===== config.mk =====
export PLATFORM = sky130hd
export DESIGN_NAME = cond_unit
export DESIGN_NICKNAME = d
export VERILOG_FILES = /design/src/rtl/cond_unit.sv
export SDC_FILE = /design/constraint.sdc
export NUM_CORES = 1
export LEC_CHECK = 0
export BUFFER_PORTS_ARGS = -buffer_cell sky130_fd_sc_hd__buf_2
export CELL_PAD_IN_SITES_DETAIL_PLACEMENT = 0
export CELL_PAD_IN_SITES_GLOBAL_PLACEMENT = 2
export CORE_ASPECT_RATIO = 0.6
export CORE_MARGIN = 5
export CORE_UTILIZATION = 26
export CTS_CLUSTER_SIZE = 40
export DETAILED_ROUTE_END_ITERATION = 16
export PLACE_DENSITY_LB_ADDON = 0.1
export SYNTH_ARGS = -nofsm -noshare
export SYNTH_HDL_FRONTEND = slang
export SYNTH_SLANG_ARGS = --single-unit

===== constraint.sdc =====
create_clock -name clk -period 2.5 [get_ports clk]
set_input_delay 0 -clock clk [delete_from_list [all_inputs] [get_ports clk]]
set_output_delay 0 -clock clk [all_outputs]
set_load 0.05 [all_outputs]

===== src/rtl/cond_unit.sv =====
// Condition-check stage: holds the N/Z/C/V flag register, evaluates the condition field and gates controls.
// Optional squash counter port squash_cnt is present only when COND_STATS_EN is defined.
module cond_unit #(
   parameter int CNT_W = 16
) (
   input  logic             clk,
   input  logic             rst_n,
   input  logic             in_valid,
   output logic             in_ready,
   input  logic [3:0]       cond,
   input  logic [1:0]       flag_w,
   input  logic [3:0]       alu_flags,
   input  logic             reg_write_in,
   input  logic             mem_write_in,
   input  logic             pc_src_in,
   input  logic             flush,
   output logic             out_valid,
   input  logic             out_ready,
   output logic             reg_write_out,
   output logic             mem_write_out,
   output logic             pc_src_out,
   output logic             cond_ex,
   output logic [3:0]       flags_q
`ifdef COND_STATS_EN
   ,
   output logic [CNT_W-1:0] squash_cnt
`endif
);

   typedef enum logic [3:0] {
      C_EQ = 4'b0000, C_NE = 4'b0001, C_CS = 4'b0010, C_CC = 4'b0011,
      C_MI = 4'b0100, C_PL = 4'b0101, C_VS = 4'b0110, C_VC = 4'b0111,
      C_HI = 4'b1000, C_LS = 4'b1001, C_GE = 4'b1010, C_LT = 4'b1011,
      C_GT = 4'b1100, C_LE = 4'b1101, C_AL = 4'b1110, C_NV = 4'b1111
   } cond_e;

   function automatic logic cond_pass(input logic [3:0] c, input logic [3:0] f);
      logic n, z, cy, v;
      {n, z, cy, v} = f;
      case (cond_e'(c))
         C_EQ:    return z;
         C_NE:    return ~z;
         C_CS:    return cy;
         C_CC:    return ~cy;
         C_MI:    return n;
         C_PL:    return ~n;
         C_VS:    return v;
         C_VC:    return ~v;
         C_HI:    return cy & ~z;
         C_LS:    return ~cy | z;
         C_GE:    return n == v;
         C_LT:    return n != v;
         C_GT:    return ~z & (n == v);
         C_LE:    return z | (n != v);
         default: return 1'b1;
      endcase
   endfunction

   logic       out_valid_q, out_valid_d;
   logic       reg_write_q, reg_write_d;
   logic       mem_write_q, mem_write_d;
   logic       pc_src_q,    pc_src_d;
   logic       cond_ex_q,   cond_ex_d;
   logic [3:0] flags_d;
   logic       accept;
   logic       pass;

   assign in_ready = ~out_valid_q | out_ready;
   assign accept   = in_valid & in_ready & ~flush;
   assign pass     = cond_pass(cond, flags_q);

   always_comb begin
      // NOTE: every signal gets a default first so no path leaves it unassigned (no latch).
      out_valid_d = out_valid_q;
      reg_write_d = reg_write_q;
      mem_write_d = mem_write_q;
      pc_src_d    = pc_src_q;
      cond_ex_d   = cond_ex_q;
      flags_d     = flags_q;
      if (flush) begin
         out_valid_d = 1'b0;
      end else if (accept) begin
         out_valid_d = 1'b1;
         cond_ex_d   = pass;
         reg_write_d = pass & reg_write_in;
         mem_write_d = pass & mem_write_in;
         pc_src_d    = pass & pc_src_in;
         if (pass && flag_w[1]) flags_d[3:2] = alu_flags[3:2];
         if (pass && flag_w[0]) flags_d[1:0] = alu_flags[1:0];
      end else if (out_valid_q && out_ready) begin
         out_valid_d = 1'b0;
      end
   end

   // NOTE: sequential state uses non-blocking assignments so all flops update together at the edge.
   always_ff @(posedge clk or negedge rst_n) begin
      if (!rst_n) begin
         out_valid_q <= 1'b0;
         reg_write_q <= 1'b0;
         mem_write_q <= 1'b0;
         pc_src_q    <= 1'b0;
         cond_ex_q   <= 1'b0;
         flags_q     <= 4'b0000;
      end else begin
         out_valid_q <= out_valid_d;
         reg_write_q <= reg_write_d;
         mem_write_q <= mem_write_d;
         pc_src_q    <= pc_src_d;
         cond_ex_q   <= cond_ex_d;
         flags_q     <= flags_d;
      end
   end

   assign out_valid     = out_valid_q;
   assign reg_write_out = reg_write_q;
   assign mem_write_out = mem_write_q;
   assign pc_src_out    = pc_src_q;
   assign cond_ex       = cond_ex_q;

`ifdef COND_STATS_EN
   logic [CNT_W-1:0] squash_q, squash_d;

   // Saturating count of squashed (condition-false) accepts; flushed inputs never reach accept.
   always_comb begin
      squash_d = squash_q;
      if (accept && !pass && squash_q != {CNT_W{1'b1}}) squash_d = squash_q + 1'b1;
   end

   always_ff @(posedge clk or negedge rst_n) begin
      if (!rst_n) squash_q <= '0;
      else        squash_q <= squash_d;
   end

   assign squash_cnt = squash_q;
`else
   logic [CNT_W-1:0] unused_cnt_w;
   assign unused_cnt_w = '0;
`endif

endmodule


# Word-level counts from Yosys, hierarchy flattened

Cells that the tools add are included.
W data, S select, Z words.

$add $sub $neg: 0
Multiply operators: 0
Divide/modulo/power cells: 0
Order comparisons: 0
Equality and inequality tests: 15
Shift operators: 0
Mux-type cells: 4
Bitwise operators: 16
Reductions and logical operators: 8

Operator list:

| operator             | number |
|---|---|
| $eq A4 B4 Y1 const B | 6 |
| $eq A4 B3 Y1 const B | 4 |
| $pmux W1 S14         | 1 |
| $eq A4 B2 Y1 const B | 2 |
| $and A1 B1 Y1        | 7 |
| $not A1 Y1           | 6 |
| $reduce_and A3 Y1    | 2 |
| $eq A4 B1 Y1 const B | 1 |
| $logic_not A4 Y1     | 1 |
| $logic_and A1 B1 Y1  | 3 |
| $mux W1              | 3 |
| $or A1 B1 Y1         | 3 |
| $reduce_bool A3 Y1   | 1 |
| $reduce_and A2 Y1    | 1 |
| $eq A1 B1 Y1         | 1 |
| $ne A1 B1 Y1         | 1 |

Flip-flop bits (word level): 9
Bits in latches: 0
RAM bits: 0
Bits in read-only memories: 0
Input port bits: 18
Output and inout bits: 10
Memories: 0

# Longest topological paths before layout

Gate-level depths: netlist of run 1.

Word-level depth: 6
Depth in mapped cells: 6
Depth with buffers taken out: 5

# Worst setup path before layout of run 1

No wires, ideal clock.

Path kind: flip-flop to flip-flop
From: register flags_q[0]
To: register flags_q[0]
Library setup time: 0.125 ns
Arrival: 2.035 ns
Data required time: 2.375 ns
Setup slack: 0.340 ns
Cell stages (with the launch flop): 6
Buffers on the path: 0
Path through: dfrtp_1 > xor2_1 > or4_4 > a311oi_4 > o311ai_2 > mux2_2

Word-level cells in the longest chain between the ends: 5
Elaborated cells on any way between the ends: 8
Classes of those cells: 2 x eq/ne; 1 x mux; 3 x bitwise; 2 x reduce/logical

Ends and longest elaborated chain:

| item                                                 | RTL line | RTL |
|---|---|---|
| start, declared                                      | 23       | `output logic [3:0] flags_q` |
| start signal, assigned                               | 110      | `flags_q <= flags_d;` |
| $ne A1 B1 Y1 / $eq A1 B1 Y1 (equally long branches)  | --       |  |
| $or A1 B1 Y1 / $and A1 B1 Y1 (equally long branches) | 54, 53   |  |
| $pmux W1 S14 (*)                                     | 40       | `case (cond_e'(c))` |
| $logic_and A1 B1 Y1 (*)                              | 89       | `if (pass && flag_w[0]) flags_d[1:0] = alu_flags[1:0];` |
| $reduce_and A3 Y1 (no source line) (*)               | --       |  |

Mark *: on every way between the ends. The rest lies on a longest branch, timed or not.
A chain may end at the register's enable or synchronous reset.

# Worst setup path after layout of run 1

From: register flags_q[0]
To: register flags_q[2]

Word-level cells in the longest chain between the ends: 5
Elaborated cells on any way between the ends: 8
Classes of those cells: 2 x eq/ne; 1 x mux; 3 x bitwise; 2 x reduce/logical

Ends and longest elaborated chain:

| item                                                 | RTL line | RTL |
|---|---|---|
| $ne A1 B1 Y1 / $eq A1 B1 Y1 (equally long branches)  | --       |  |
| $or A1 B1 Y1 / $and A1 B1 Y1 (equally long branches) | 54, 53   |  |
| $pmux W1 S14 (*)                                     | 40       |  |
| $logic_and A1 B1 Y1 (*)                              | 88       | `if (pass && flag_w[1]) flags_d[3:2] = alu_flags[3:2];` |
| $reduce_and A3 Y1 (no source line) (*)               | --       |  |

Marked as above.

==> impl_results.md, run 1 <==
- Uppermost layer routed: met3
- WL/cell: ~13 um
- Initial antenna violation count: 0
- CTS sink cnt: 9
- Htree depth: 1
- Post-DP HPWL: 1280 um
- EDFF count, synth: 0
- Adder-Cell Fraction of Synth Area: 0%
- Post-CTS Repair Setup Buffers: 0
- Die area: roughly 0.0035 mm2
- Period minus WS final: between 2 and 2.5 ns
- Startpoint Class: register
- Lkg Pwr: about 0.4 nW
- Asr flop ratio synth: between 90% and 100%
- I/O pin cnt: 28
- Width of the die: about 73 um
- Non-Filler Instances: approximately 120
- Status: finished, final reports clean
- DR iter-0 viols: 4
- Sum Neg Setup Slack: 0 ns
- Sequential-to-total area share from yosys stat: 36.5%
- Synth-to-Final Area Change: 41.4%
- Vias in the first global route: 509
- Place WS: between 0.4 and 0.5 ns
- Crit. End Element: register
- Cells after Synth: 59
- Worst-path fanout max: 7
- Gates resized, CTS repair: 0
- Final setup vio count: 0
- Synth Flop Type: dfrtp_1
- Placer's final routability congestion estimate: 0.691
- Syn Area/Cell: between 10 and 15 um2
- Wl on met1: between 800 and 900 um
- Overflow after GRT: 0
- RSZ-0062 raised after global routing: no
- Layout Nets: ~110
- Max Slew Vio Count: 0
- Drt drc: 0
- Max-Cap Viols: 0
- Syn_nets: between 70 and 80
- Final worst slack: 0.488 ns
- Largest net degree at the start of global routing: 11
- Fin. Hold Viols: 0
- GR Util All Layers: about a tenth
- First-pass GRT wire length: 2390 um
- Share of layout cells above drive strength 1: 43.6%
- TritonRoute pass-1 iters: 2
- Hold crit path type: primary input to register
- Antenna diodes: 0
- Worst skew pair latency: about 0.23 ns
- Total CTS buffers: 3
- Worst slew pin tran: approximately 0.5 ns
- Mapped Area: 617 um2
- Placed cells: about 110
- Worst rel slew slack: between 60% and 70%
- Main combinational cell family by area after synthesis: simple AND/OR/NAND/NOR gates
- CTS tree: yes
- Worst IR drop on VDD: about 0.00069 V
- Row Count: 13
- Routed wl met2: just under 600 um
- WP data required: 2.61 ns
- WS Path Type: register to register
- Via count: 568
- Met3 Wirelength: between 100 and 150 um
- Starting density of the core: around 28%
- Final worst path period share: 80.5%
- Fillcell total: approximately 250
- Xor and xnor area share after synthesis: under 10%
- Synth Area in Compound Gates: between 10% and 20%
- Post-synthesis mux area share: a little over a tenth
- Port Buffers: 27
- Pwr/cell area: 984 mW/mm2
- Synth unique cells: 27
- Final ANT Viol Nets: 0
- CTS max path bufs: 2
- Reg clk slew, reported paths: 0.04 ns
- Critical Path AT: ~2.1 ns
- Die height: about 48 um
- Final Skew: approximately 0.0011 ns
- CORE AREA: 0.00221 mm2
- Clock tree root driver cell: clkbuf_8
- Post-synthesis register bit count: 9
- R2R depth: 5
- Synth Warn #: 0
- Hold Path Depth: 3
- WL final: 1590 um
- Synth Area in Simple Gates: between 20% and 30%
- Design Power: 0.858 mW
- Vias per cell: ~4.6
- Max Clock Freq: between 0.4 and 0.5 GHz
-- worst max-delay path: stages, from the launching register on --
cell and delay [ns]:
dfrtp_1 0.45, xor2_1 0.18, or4_4 0.44, a311oi_4 0.34, o311ai_2 0.18, mux2_2 0.30
-- placed cells by master (no fill, tap or decap) --
cell	n
nor3b_1	1
buf_2	27
clkbuf_8	3
a311oi_4	1
mux2i_1	2
o311ai_2	2
nor4b_1	1
dfrtp_1	9
nor4bb_1	2
nand2_1	4
o211ai_1	1
and3_1	1
mux2_2	4
o22ai_1	3
buf_4	1
nor3b_2	1
or4_4	1
inv_1	6
nor2_1	4
a21oi_1	2
xor2_1	2
o31a_1	1
dlygate4sd3_1	6
nand2_4	1
nor3_1	2
clkbuf_1	1
nand4_1	1
nor2b_1	2
a32oi_1	1
a22oi_1	1
-- final cells by class --
| class | count | area (um2) | area share (%) |
|---|---|---|---|
| multi-input cells | 41 | 339 | 38.9 |
| flip-flops and latches | 9 | 225 | 25.8 |
| repair buffers | 34 | 203 | 23.2 |
| clock buffers | 4 | 45.0 | 5.16 |
| well taps | 30 | 37.5 | 4.30 |
| inverters | 6 | 22.5 | 2.58 |
-- flip-flops by register name (all words and copies together) (netlist names) --
| signal | flops |
|---|---|
| cond_ex | 1 |
| flags_q | 4 |
| mem_write_out | 1 |
| out_valid | 1 |
| pc_src_out | 1 |
| reg_write_out | 1 |
-- cell families (layout without fill, tap and decap cells) --
logic type | after synthesis | count (layout)
DFF | 9 | 9
AOI/OAI and AO/OA | 12 | 12
muxes | 6 | 6
and+or+nand+nor | 21 | 21
xor gates and xnor gates | 2 | 2
buffers and inverters | 9 | 44
-- synthesized netlist by cell type, drive strengths merged (2+ instances only) --
cell type	n	area (um2)
nor2b	2	12.5
dfrtp	9	225
nor3b	2	20.0
mux2	4	45.0
nor4bb	2	20.0
o22ai	3	18.8
nor2	4	15.0
a21oi	2	10.0
nor3	2	10.0
buf	3	30.0
o311ai	2	32.5
mux2i	2	20.0
xor2	2	17.5
nand2	5	26.3
inv	6	22.5
-- worst paths after layout --
kind | start | end | slack, ns
min in group asynchronous | rst_n | reg_write_out | 0.16
max in group asynchronous | rst_n | out_valid | 2.16
worst max register to register | flags_q[0] | flags_q[2] | 0.49
worst max-delay path | flags_q[0] | flags_q[2] | 0.49
worst min-delay path | pc_src_in | pc_src_out | 0.004
worst min register to register | cond_ex | cond_ex | 0.53
-- what timing repair did --
| item | CTS | global route |
|---|---|---|
| hold buffers | 6 | 0 |
| endpoints found under the hold margin | 14 | 0 |
| endpoints found under the setup margin | 0 | 0 |
-- stage by stage --
| stage | area (um2) | hold slack [ns] | utilization [%] |
|---|---|---|---|
| 6_report | 872 | 0.00422 | 39.4 |
| 3_3_place_gp | 767 | -0.134 | 34.7 |
| 3_5_place_dp | 767 | -0.131 | 34.7 |
| 5_1_grt | 872 | 0.0150 | 39.4 |
| 4_1_cts | 872 | 0.00126 | 39.4 |
| 2_1_floorplan | 617 | -0.296 | - |
-- metal layers --
layer  global-route usage [%]  vias to the layer above
met4                     1.10                        0
met5                        0                        -
met3                     5.45                        0
li1                         -                      288
met2                     12.0                       20
met1                     14.2                      260
-- report_power, final --
part           switching (mW)  internal (mW)
clock                  0.0556          0.111
sequential             0.0625          0.196
combinational           0.296          0.137
total                   0.414          0.444
Note: power is estimated with default switching activity, not from simulation.
==> run 2: changes to the inputs <==
==> constraint.sdc (replaced) <==
create_clock -name clk -period 2 [get_ports clk]
set_input_delay 0 -clock clk [delete_from_list [all_inputs] [get_ports clk]]
set_output_delay 0 -clock clk [all_outputs]
set_load 0.05 [all_outputs]
==> impl_results.md, run 2 (synthesis gave the netlist of run 1 again) <==
- RSZ-0062 raised after global routing: yes
- Placed cells: 116 (+1.8%)
- Largest register by flop count: flags_q
- Vias in the first global route: 497 (-2.4%)
- Final worst slack: 0.0272 ns (-0.461 ns)
- Via count: 572 (+0.70%)
- Design area: 898 um2 (+3.0%)
- Total CTS buffers: 3 (unchanged)
- Final worst path period share: 98.6% (+18 points)
- Final Skew: 0.00537 ns (+0.00423 ns)
- Status: finished, final reports clean
- WL final: 1630 um (+2.6%)
- Place WS: 0.0508 ns (-0.429 ns)
- Row Count: 13 (unchanged)
- Largest stage delay, worst path: 0.44 ns (about the same)
- CTS max path bufs: 2 (unchanged)
- CTS tree: yes
- Worst skew pair latency: 0.24 ns (about the same)
- Pwr/cell area: 1250 mW/mm2 (+27%)
- Largest delay contributor family on the critical path: compound AO/OA/AOI/OAI gates
- Drt drc: 0 (unchanged)
- Fillcell total: 243 (-3.2%)
- Design Power: 1.12 mW (+31%)
- Antenna diodes: 0 (unchanged)
- Worst slew pin tran: 0.368 ns (-0.129 ns)
- Synth-to-Final Area Change: 45.6%
- Crit. End Element: register
- Die height: 47.7 um (unchanged)
- Period minus WS final: 1.97 ns (-0.0394 ns)
- CORE AREA: 0.00221 mm2 (unchanged)
- Initial antenna violation count: 0 (unchanged)
- Met2 Use GR: 11.6% (-0.36 points)
- Worst hold slack: 0.00429 ns (+0.0000704 ns)
- Met3 GRT Util: 6.08% (+0.63 points)
- Largest register FFs: 4 (unchanged)
- GR Util All Layers: 10.2% (+0.57 points)
- Crit path buf inv count: 0 (unchanged)
- Lkg Pwr: 0.407 nW (+1.9%)
- Max-Cap Viols: 0 (unchanged)
- Critical Path AT: 2.09 ns (-0.03 ns)
- CTS sink cnt: 9 (unchanged)
- Hold Path Depth: 2 (-1)
- Startpoint Class: register
- Max Clock Freq: 0.507 GHz (+2.0%)
- Crit-path slowest cell: dfrtp_2
- Most frequent cells in the layout: buf_2 (27), inv_1 (6), dfrtp_1 (6), dlygate4sd3_1 (6)
- TritonRoute pass-1 iters: 4 (+2)
- GR peak layer: met1
- Largest net degree at the start of global routing: 11 (unchanged)
- Worst rel slew slack: 75.3% (+8.7 points)
- WP data required: 2.12 ns (-0.49 ns)
- Worst-path fanout max: 4 (-3)
- Overflow after GRT: 0 (unchanged)
- Share of layout cells above drive strength 1: 49.0% (+5.3 points)
- Worst IR drop on VDD: 0.000557 V (-20%)
- Reg clk slew, reported paths: 0.05 ns (about the same)
- Non-Filler Instances: 126 (+1.6%)
- Port Buffers: 27 (unchanged)
- CP Cell Sequence: xor2_1 -> or4_4 -> a311oi_4 -> o311ai_2 -> mux2_2
- I/O pin cnt: 28 (unchanged)
- Layout Nets: 115 (+1.8%)
- Width of the die: 72.9 um (unchanged)
- Max Slew Vio Count: 0 (unchanged)
- Placer's final routability congestion estimate: 0.669 (-3.2%)
- DR iter-0 viols: 21 (+17)
- Vias per cell: 4.54 (-0.89%)
- Final setup vio count: 0 (unchanged)
- Cell Area, Placed: 786 um2 (+2.4%)
- Starting density of the core: 27.9% (unchanged)
- Met1 usage: 14.8% (+0.68 points)
- WL/cell: 12.9 um (+0.96%)
- Fin. Hold Viols: 0 (unchanged)
- R2R depth: 5 (unchanged)
- WP depth: 5 (unchanged)
- Htree depth: 1 (unchanged)
- First-pass GRT wire length: 2490 um (+4.3%)
- Hold crit path type: primary input to register
- Most common cell after layout, fill and taps aside: buf_2
- Final core area utilization: 40.6% (+1.2 points)
- Final ANT Viol Nets: 0 (unchanged)
- Sum Neg Setup Slack: 0 ns (unchanged)
- Clock tree root driver cell: clkbuf_8
- WS Path Type: register to register
- Die area: 0.00348 mm2 (unchanged)
==> run 2: cell count changes in the layout (fill, tap and decap cells not counted) <==
cell     change
dfrtp_1      -3
xor2_2       +1
buf_4        +2
dfrtp_2      +3
xor2_1       -1
==> run 2: final cells by class <==
class	instances	area (um2)	area share, %
sequential	9	229	25.5
clock buffer	4	45.0	5.01
tap	30	37.5	4.18
multi-input combinational	41	347	38.6
timing repair buffer	36	218	24.2
inverter	6	22.5	2.51
==> run 2: path summary, 6_finish.rpt <==
check	startpoint	endpoint	slack, ns
worst min register to register	cond_ex	cond_ex	0.52
worst min-delay path	alu_flags[3]	flags_q[3]	0.004
max in group asynchronous	rst_n	flags_q[0]	1.66
min in group asynchronous	rst_n	cond_ex	0.14
worst max register to register	flags_q[3]	flags_q[1]	0.03
worst max-delay path	flags_q[3]	flags_q[1]	0.03
==> run 2: power by group <==
group / switching (mW) / total [mW] / internal (mW)
Combinational: 0.389 / 0.587 / 0.198
Clock: 0.0762 / 0.215 / 0.139
Sequential: 0.0701 / 0.321 / 0.251
Total: 0.535 / 1.12 / 0.588
==> run 2: what timing repair did <==
| action | 4_1_cts | 5_1_grt |
|---|---|---|
| buffers inserted | 0 | 0 |
| setup endpoints to repair | 0 | 4 |
| gates resized for setup | 0 | 1 |
| hold buffers | 6 | 0 |
| hold endpoints to repair | 14 | 0 |
==> run 2: layer usage <==
metal	wire (um)	up-vias
met4	14	0
met2	577	20
li1	-	289
met3	152	2
met5	0	-
met1	882	261
==> run 3: changes to the inputs <==
--- a/config.mk
+++ b/config.mk
@@ -10,10 +10,10 @@
 export CELL_PAD_IN_SITES_GLOBAL_PLACEMENT = 2
 export CORE_ASPECT_RATIO = 0.6
 export CORE_MARGIN = 5
-export CORE_UTILIZATION = 26
+export CORE_UTILIZATION = 28
 export CTS_CLUSTER_SIZE = 40
 export DETAILED_ROUTE_END_ITERATION = 16
-export PLACE_DENSITY_LB_ADDON = 0.1
+export PLACE_DENSITY = 0.89
 export SYNTH_ARGS = -nofsm -noshare
 export SYNTH_HDL_FRONTEND = slang
 export SYNTH_SLANG_ARGS = --single-unit
==> constraint.sdc (replaced) <==
create_clock -name clk -period 2.3 [get_ports clk]
set_input_delay 0 -clock clk [delete_from_list [all_inputs] [get_ports clk]]
set_output_delay 0 -clock clk [all_outputs]
set_load 0.05 [all_outputs]
==> impl_results.md, run 3 (synthesis gave the netlist of run 1 again) <==
- Status: finished, final reports clean
- Worst setup path start: flags_q[0]
- Logic pwr share: 50.5% (-1.7 points)
- Htree depth: 1 (unchanged)
- Clock tree root driver cell: clkbuf_8
- Post-DP HPWL: approximately 1200 um
- Most frequent cells in the layout: buf_2 (27), dfrtp_1 (9), inv_1 (6)
- WP data required: 2.41 ns (+0.29 ns)
- CORE AREA: 0.00213 mm2 (-3.7%)
- Placer's final routability congestion estimate: 0.769 (+15%)
- Place WS: 0.305 ns (+0.254 ns)
- Period minus WS final: 2.01 ns (+0.0365 ns)
- Final Skew: 0.00226 ns (-0.00311 ns)
- Fillcell total: 211 (-13%)
- RSZ-0062 raised after global routing: no
- GR Util All Layers: 10.1% (-0.056 points)
- Die height: 46.4 um (-2.9%)
- Worst slew pin tran: 0.479 ns (+0.111 ns)
- Lkg Pwr: 0.387 nW (-5.0%)
- Max Slew Vio Count: 0 (unchanged)
- Gates resized, CTS repair: 0 (unchanged)
- Starting density of the core: 28.9% (+1.1 points)
- Worst rel slew slack: 67.8% (-7.5 points)
- Startpoint Class: register
- WL final: 1510 um (-6.9%)
- Internal power: 0.480 mW (-18%)
- WL/cell: 12.5 um (-3.1%)
- Largest stage delay, worst path: 0.45 ns (about the same)
- Final worst slack: 0.291 ns (+0.263 ns)
- Fin. Hold Viols: 0 (unchanged)
- Largest net degree at the start of global routing: 11 (unchanged)
- Largest register by flop count: flags_q
- WS Path Type: register to register
- RR Startpoint: flags_q[0]
- Crit-path slowest cell: dfrtp_1
- Hold path start: reg_write_in
- Vias per cell: 4.50 (-0.97%)
- CTS tree: yes
- Die area: 0.00327 mm2 (-5.9%)
- Width of the die: 70.6 um (-3.1%)
- TritonRoute pass-1 iters: 4 (unchanged)
- Initial antenna violation count: 0 (unchanged)
- Overflow after GRT: 0 (unchanged)
- Register Area: 225 um2 (-1.6%)
- Worst skew pair latency: 0.23 ns (about the same)
- Design Power: 0.933 mW (-17%)
- CTS max path bufs: 2 (unchanged)
- Reg clk slew, reported paths: 0.04 ns (about the same)
- Switching share of power: 48.5% (+0.91 points)
- Max Clock Freq: 0.498 GHz (-1.8%)
- Final ANT Viol Nets: 0 (unchanged)
- Most common cell after layout, fill and taps aside: buf_2
- Hold Path Depth: 3 (+1)
- Worst r2r dst: flags_q[2]
- Sum Neg Setup Slack: 0 ns (unchanged)
- Area of the multi-input gates: 339 um2 (-2.2%)
- R2R depth: 5 (unchanged)
- Net Switching: 0.453 mW (-15%)
- Max-Cap Viols: 0 (unchanged)
- Hold crit path type: primary input to register
- Vias in the first global route: 555 (+12%)
- CP Cell Sequence: xor2_1 -> or4_4 -> a311oi_4 -> o311ai_2 -> mux2_2
- Port Buffers: 27 (unchanged)
- Via count: 544 (-4.9%)
- Worst IR drop on VDD: 0.000413 V (-26%)
- Drt drc: 0 (unchanged)
- CTS sink cnt: 9 (unchanged)
- Final setup vio count: 0 (unchanged)
- Clock power share: 19.5% (+0.3 points)
- Total CTS buffers: 3 (unchanged)
- Critical Path AT: 2.12 ns (+0.03 ns)
- Worst-path fanout max: 7 (+3)
- I/O pin cnt: 28 (unchanged)
- Sequential power share: 30.0% (+1.4 points)
- Post-CTS Repair Setup Buffers: 0 (unchanged)
- Crit. End Element: register
- First-pass GRT wire length: 2480 um (-0.52%)
- R2R Setup Slk: 0.29 ns (+0.26 ns)
- Final worst path period share: 87.4% (-11 points)
- Layout Nets: 110 (-4.3%)
- Antenna diodes: 0 (unchanged)
- Share of layout cells above drive strength 1: 45.1% (-3.9 points)
- Largest register FFs: 4 (unchanged)
- DR iter-0 viols: 13 (-38%)
- WHS Endpoint: reg_write_out
- Row Count: 13 (unchanged)
- Synth-to-Final Area Change: 36.5%
- Pwr/cell area: 1110 mW/mm2 (-11%)
==> run 3: cell types whose count changed in the layout (fill, tap and decap cells not counted) <==
cell and change:
buf_4 -2, dfrtp_1 +3, dfrtp_2 -3, dlygate4sd3_1 -3
xor2_1 +1, xor2_2 -1
==> run 3: worst max-delay path by stage <==
stage,cells past startpoint,end,slack (ns)
floorplan,5,flags_q[0],0.14
global placement,5,flags_q[0],0.35
detailed placement,5,flags_q[2],0.30
CTS,5,flags_q[2],0.29
global route,5,flags_q[3],0.23
finish,5,flags_q[2],0.29
==> run 3: critical path: cells and delay by family, from the launching register on <==
family,cells,cell delay (ns)
flops,1,0.45
mux,1,0.30
xor+xnor,1,0.19
simple gates,1,0.44
compound gates,2,0.51
==> run 3: per-layer routing <==
metal,GRT usage [%],part of all wire (%),up-vias
met4,5.62,1.7,0
met1,12.5,48,244
met3,4.14,6.4,2
li1,-,-,281
met5,0,0,-
met2,15.2,44,17
==> run 3: cell type report <==
cell class	instances	area share, %
clock buffers	4	5.35
inverters	6	2.67
repair buffers	31	20.5
well taps	30	4.46
flip-flops and latches	9	26.7
multi-input cells	41	40.3
==> run 3: what timing repair did <==
action,4_1_cts,5_1_grt
hold buffers,3,0
setup endpoints to repair,0,0
hold endpoints to repair,11,0
==> run 3: stage by stage <==
| stage | instances | utilization (%) | hold WS (ns) | area (um2) |
|---|---|---|---|---|
| after floorplan | 59 | - | -0.296 | 617 |
| after global placement | 114 | 36.0 | -0.139 | 767 |
| after detailed placement | 114 | 36.0 | -0.137 | 767 |
| after CTS | 121 | 39.5 | 0.00498 | 842 |
| after global routing | 121 | 39.5 | 0.00572 | 842 |
| final | 121 | 39.5 | 0.00639 | 842 |
==> run 3: power groups by stage <==
stage          combinational, mW  sequential, mW  clock [mW]
3_5_place_dp               0.468           0.283           0
4_1_cts                    0.475           0.281       0.185
2_1_floorplan              0.173           0.460           0
5_1_grt                    0.498           0.290       0.196
6_report                   0.471           0.280       0.182
3_3_place_gp               0.469           0.276           0
